<file path="config.mk">
export PLATFORM = sky130hd
export DESIGN_NAME = rv_alu_arb
export DESIGN_NICKNAME = d
export VERILOG_FILES = /design/src/rtl/rv_alu_arb.sv
export SDC_FILE = /design/constraint.sdc
export NUM_CORES = 1
export LEC_CHECK = 0
export ABC_AREA = 1
export CORE_AREA = 2 2 107 109
export CTS_CLUSTER_DIAMETER = 60
export DETAILED_ROUTE_END_ITERATION = 10
export DIE_AREA = 0 0 109 111
export GPL_ROUTABILITY_DRIVEN = 0
export PLACE_DENSITY = 0.75
export SYNTH_ARGS = -nofsm -noshare
export SYNTH_HDL_FRONTEND = slang
export SYNTH_SLANG_ARGS = --single-unit
</file>
<file path="constraint.sdc">
create_clock -name clk_i -period 2.7 [get_ports clk_i]
set_clock_uncertainty 0.15 [all_clocks]
set_input_delay 0.27 -clock clk_i [delete_from_list [all_inputs] [get_ports clk_i]]
set_output_delay 0.27 -clock clk_i [all_outputs]
set_load 0.02 [all_outputs]
</file>
<file path="src/rtl/rv_alu_arb.sv">
// Round-robin arbiter sharing one combinational ALU between NUM_REQ requesters.
// Captures the ALU result into a response register returned over valid/ready.
module rv_alu_arb #(
    parameter int unsigned NUM_REQ = 2
) (
    input  logic                   clk_i,
    input  logic                   rst_ni,
    input  logic [NUM_REQ-1:0]     req_valid_i,
    output logic [NUM_REQ-1:0]     req_ready_o,
    input  logic [32*NUM_REQ-1:0]  req_a_i,
    input  logic [32*NUM_REQ-1:0]  req_b_i,
    input  logic [4*NUM_REQ-1:0]   req_ctrl_i,
    output logic [31:0]            alu_a_o,
    output logic [31:0]            alu_b_o,
    output logic [3:0]             alu_ctrl_o,
    input  logic [31:0]            alu_result_i,
    output logic [NUM_REQ-1:0]     rsp_valid_o,
    input  logic [NUM_REQ-1:0]     rsp_ready_i,
    output logic [31:0]            rsp_result_o,
    output logic                   rsp_err_o
);

    localparam int unsigned IDX_W  = (NUM_REQ > 1) ? $clog2(NUM_REQ) : 1;
    localparam int unsigned DATA_W = 32;
    localparam int unsigned CTRL_W = 4;
    localparam logic [CTRL_W-1:0] CTRL_MAX_LEGAL = 4'b1001;

    typedef enum logic {
        IDLE = 1'b0,
        RESP = 1'b1
    } state_e;

    state_e               state_q, state_d;
    logic [NUM_REQ-1:0]   rsp_valid_q, rsp_valid_d;
    logic [DATA_W-1:0]    rsp_result_q, rsp_result_d;
    logic                 rsp_err_q, rsp_err_d;
    logic [IDX_W-1:0]     rr_ptr_q, rr_ptr_d;
    logic [IDX_W-1:0]     owner_q, owner_d;

    logic                 grant_vld;
    logic [IDX_W-1:0]     grant_idx;
    logic                 issue_en;
    logic                 accept;
    logic                 ctrl_illegal;
    logic [IDX_W:0]       ptr_inc;

    // First valid requester at or after rr_ptr, with wrap-around
    always_comb begin
        logic [IDX_W:0] cand;
        grant_vld = 1'b0;
        grant_idx = '0;
        cand      = '0;
        for (int unsigned i = 0; i < NUM_REQ; i++) begin
            cand = {1'b0, rr_ptr_q} + (IDX_W+1)'(i);
            if (cand >= (IDX_W+1)'(NUM_REQ)) begin
                cand = cand - (IDX_W+1)'(NUM_REQ);
            end
            if (!grant_vld && req_valid_i[cand[IDX_W-1:0]]) begin
                grant_vld = 1'b1;
                grant_idx = cand[IDX_W-1:0];
            end
        end
    end

    assign issue_en = (state_q == IDLE) || ((state_q == RESP) && rsp_ready_i[owner_q]);
    assign accept   = grant_vld && issue_en;

    // Winner's fields go to the ALU whenever any grant exists, even if stalled
    always_comb begin
        req_ready_o = '0;
        alu_a_o     = '0;
        alu_b_o     = '0;
        alu_ctrl_o  = '0;
        for (int unsigned k = 0; k < NUM_REQ; k++) begin
            if (grant_vld && (grant_idx == IDX_W'(k))) begin
                req_ready_o[k] = issue_en;
                alu_a_o        = req_a_i[k*DATA_W +: DATA_W];
                alu_b_o        = req_b_i[k*DATA_W +: DATA_W];
                alu_ctrl_o     = req_ctrl_i[k*CTRL_W +: CTRL_W];
            end
        end
    end

    assign ctrl_illegal = (alu_ctrl_o > CTRL_MAX_LEGAL);
    assign ptr_inc      = {1'b0, grant_idx} + (IDX_W+1)'(1);

    // Next-state: a new accept wins over completion so back-to-back stays in RESP
    always_comb begin
        state_d      = state_q;
        rsp_valid_d  = rsp_valid_q;
        rsp_result_d = rsp_result_q;
        rsp_err_d    = rsp_err_q;
        rr_ptr_d     = rr_ptr_q;
        owner_d      = owner_q;
        if (accept) begin
            state_d      = RESP;
            rsp_valid_d  = '0;
            rsp_valid_d[grant_idx] = 1'b1;
            owner_d      = grant_idx;
            rsp_err_d    = ctrl_illegal;
            rsp_result_d = ctrl_illegal ? '0 : alu_result_i;
            rr_ptr_d     = (ptr_inc == (IDX_W+1)'(NUM_REQ)) ? '0 : ptr_inc[IDX_W-1:0];
        end else if ((state_q == RESP) && rsp_ready_i[owner_q]) begin
            state_d     = IDLE;
            rsp_valid_d = '0;
        end
    end

    always_ff @(posedge clk_i or negedge rst_ni) begin
        if (!rst_ni) begin
            state_q      <= IDLE;
            rsp_valid_q  <= '0;
            rsp_result_q <= '0;
            rsp_err_q    <= 1'b0;
            rr_ptr_q     <= '0;
            owner_q      <= '0;
        end else begin
            state_q      <= state_d;
            rsp_valid_q  <= rsp_valid_d;
            rsp_result_q <= rsp_result_d;
            rsp_err_q    <= rsp_err_d;
            rr_ptr_q     <= rr_ptr_d;
            owner_q      <= owner_d;
        end
    end

    assign rsp_valid_o  = rsp_valid_q;
    assign rsp_result_o = rsp_result_q;
    assign rsp_err_o    = rsp_err_q;

endmodule
</file>
==> flow_summary.ini <==
[sta]
rsz0062_at_grt = false
relSlewSlack = 0.4104
hold_viol = 0
fin_crit_ns = 2.624
final_max_slew_viol_count = 0
worst_pin_slew_ns = 0.8845
fin_crit_sh = 0.9718
finalSetupViolCount = 0
fmax_mhz = 381.1
fin_ws_ns = 0.07601
tns_ns = 0

[placement]
place_ws_ns = 0.05405
dp_hpwl_um = 9087
port_buffers = 278

[die]
dieWidth_um = 109
initial_core_util = 0.2178
die-area_sq_mm = 0.01210
fp.dieH_um = 111
io_pins = 279
rows = 39
core_sq_mm = 0.01108

[finish]
drive_above_1_share = 0.03697
area_delta_synth_final_pct = 130.2
nets = 769
nFillCells = 1042
utilization = 0.5014
antenna_cells = 0

[synth]
synth_area_leaders = dfrtp_1 39%, a22o_1 24%, nand2_1 18%, inv_1 5.8%, nor2_1 5.0%
synth_area_leader_cell = dfrtp_1
post_synth.cell_area_avg_sq_um = 7.423
netlist.area_leader.share = 0.3942
ys_ff_latch = 38
synthesis.nets = 499
synth_cell_type_count = 15
syn_inst = 325
netlist_area_sq_mm = 0.002412
ys_warn_count = 0
synth_seq_area_share = 0.3942

[clocking]
cts_tree = built
clock_path_buffers = 2
clockRootBuffer = clkbuf_16
cts_sinks = 38
numCtsBuffers = 5
clock_latency_ns = 0.27
clkSlewWorstSetupHoldPaths_ns = 0.05
cts.htree.levels = 2

[setup_path]
reg2reg_to = rsp_result_o[31]
worstPathArrival_ns = 2.20
startpoint_type = primary input
r2r_slack_ns = 0.99
reg2reg_from = rr_ptr_q
cp_max_fo = 33
required_ns = 2.28
reg2reg_depth = 7
criticalPathCategory = primary input to primary output
end_kind = primary output

[hold_path]
hold_path_class = register to register
min_to = rsp_result_o[7]
hold_depth = 2
hold_start = rsp_result_o[7]

[global_route]
grt_overflow = 0
grt_pass1_vias = 3234
grt_max_degree = 66
gr-usage-all-layers = 0.1738
antenna_found_initial = 0
grt_pass1_wl_um = 16620

[drt]
final_antenna_net_count = 0
vias = 3249
firstDrtPassIters = 4
remaining_drc_errors = 0
wl_per_cell_um = 15.41
drt-total-wl_um = 11370
drt-initial-drc-count = 150
viasPerCell = 4.402

[power_and_ir_drop]
power_mw = 4.295
vdd_ir_drop_max_mv = 0.4487
powerDensity_mw_per_mm2 = 773.3
leakage_nw = 2.574

[flow_run]
cap_violations = 0

[outcome]
status = finished clean
==> logic make-up (layout without fill, tap and decap cells) <==
group,after synthesis,count (layout),share of synthesized area
buffers and inverters,63,333,0.1110
AO/OA/AOI/OAI,70,70,0.2510
AND/OR/NAND/NOR,154,154,0.2438
flip-flops,38,38,0.3942
==> cell type report <==
| cell class | count | area, sq um | area share |
|---|---|---|---|
| clock buffer | 6 | 138.9 | 0.02501 |
| tap | 143 | 178.9 | 0.03221 |
| timing repair buffer | 287 | 2900 | 0.5222 |
| clock inverter | 1 | 30.03 | 0.005407 |
| sequential | 38 | 950.9 | 0.1712 |
| multi-input combinational | 224 | 1209 | 0.2176 |
| inverter | 39 | 146.4 | 0.02636 |
==> state kept, by name, summed over array words and instances (netlist names) <==
register / cells
rr_ptr_q: 1
state_q: 1
rsp_result_o: 32
owner_q: 1
rsp_err_o: 1
rsp_valid_o: 2
==> metrics by stage <==
stage          hold slack [ns]  cell area (sq um)  instances
5_1_grt                 0.3594               5554        738
3_3_place_gp            0.2775               5350        729
4_1_cts                 0.3295               5529        737
2_1_floorplan          -0.1756               2412        325
3_5_place_dp            0.2959               5350        729
6_report                0.3243               5554        738
==> per-layer routing <==
layer / GRT usage / routed length, um
met1: 0.1985 / 4444
met2: 0.3122 / 5714
met3: 0.05879 / 1128
met4: 0.03077 / 85
met5: 0 / 0
==> cells in the mapped netlist (all sizes together) <==
master / n
nand3: 6
o21ai: 3
nand4: 1
clkbuf: 7
a22o: 65
inv: 39
buf: 17
nand2: 115
nor2: 32
dfrtp: 38
a21oi: 2
==> worst max-delay path: stages <==
cell and delay, ns:
clkdlybuf4s50_1 0.52, inv_2 0.06, a21oi_4 0.25, buf_12 0.23, a22o_1 0.23, clkdlybuf4s50_1 0.62
==> cells in the final DEF (no fill, tap or decap), types with 2 or more instances in the layout <==
cell type,Yosys,final
a22o_1,65,65
buf_12,0,3
buf_4,4,5
clkbuf_16,0,6
clkdlybuf4s50_1,0,276
dfrtp_1,38,38
inv_1,37,37
inv_2,2,2
nand2_1,115,115
nand3_1,6,6
nor2_1,32,32
==> how the worst max path moves through the flow <==
stage	start	to	slack, ns
floorplan	rr_ptr_q	alu_a_o[0]	1.05
global placement	req_valid_i[0]	alu_a_o[29]	0.08
detailed placement	req_valid_i[0]	alu_a_o[29]	0.05
CTS	req_valid_i[0]	alu_a_o[29]	0.05
global route	req_valid_i[0]	alu_a_o[29]	0.002
finish	req_valid_i[0]	alu_a_o[29]	0.08
==> where the power goes <==
group	internal [mW]	total, mW	switching, mW
combinational	1.28	2.63	1.35
clock	0.456	0.671	0.215
sequential	0.834	0.996	0.161
total	2.57	4.29	1.72
==> timing repair <==
item	4_1_cts	5_1_grt
hold endpoints to repair	3	0
resized for setup	0	0
hold buffers	1	0
setup endpoints to repair	0	3
setup buffers	0	0
Power figures use the tool's default switching activity.
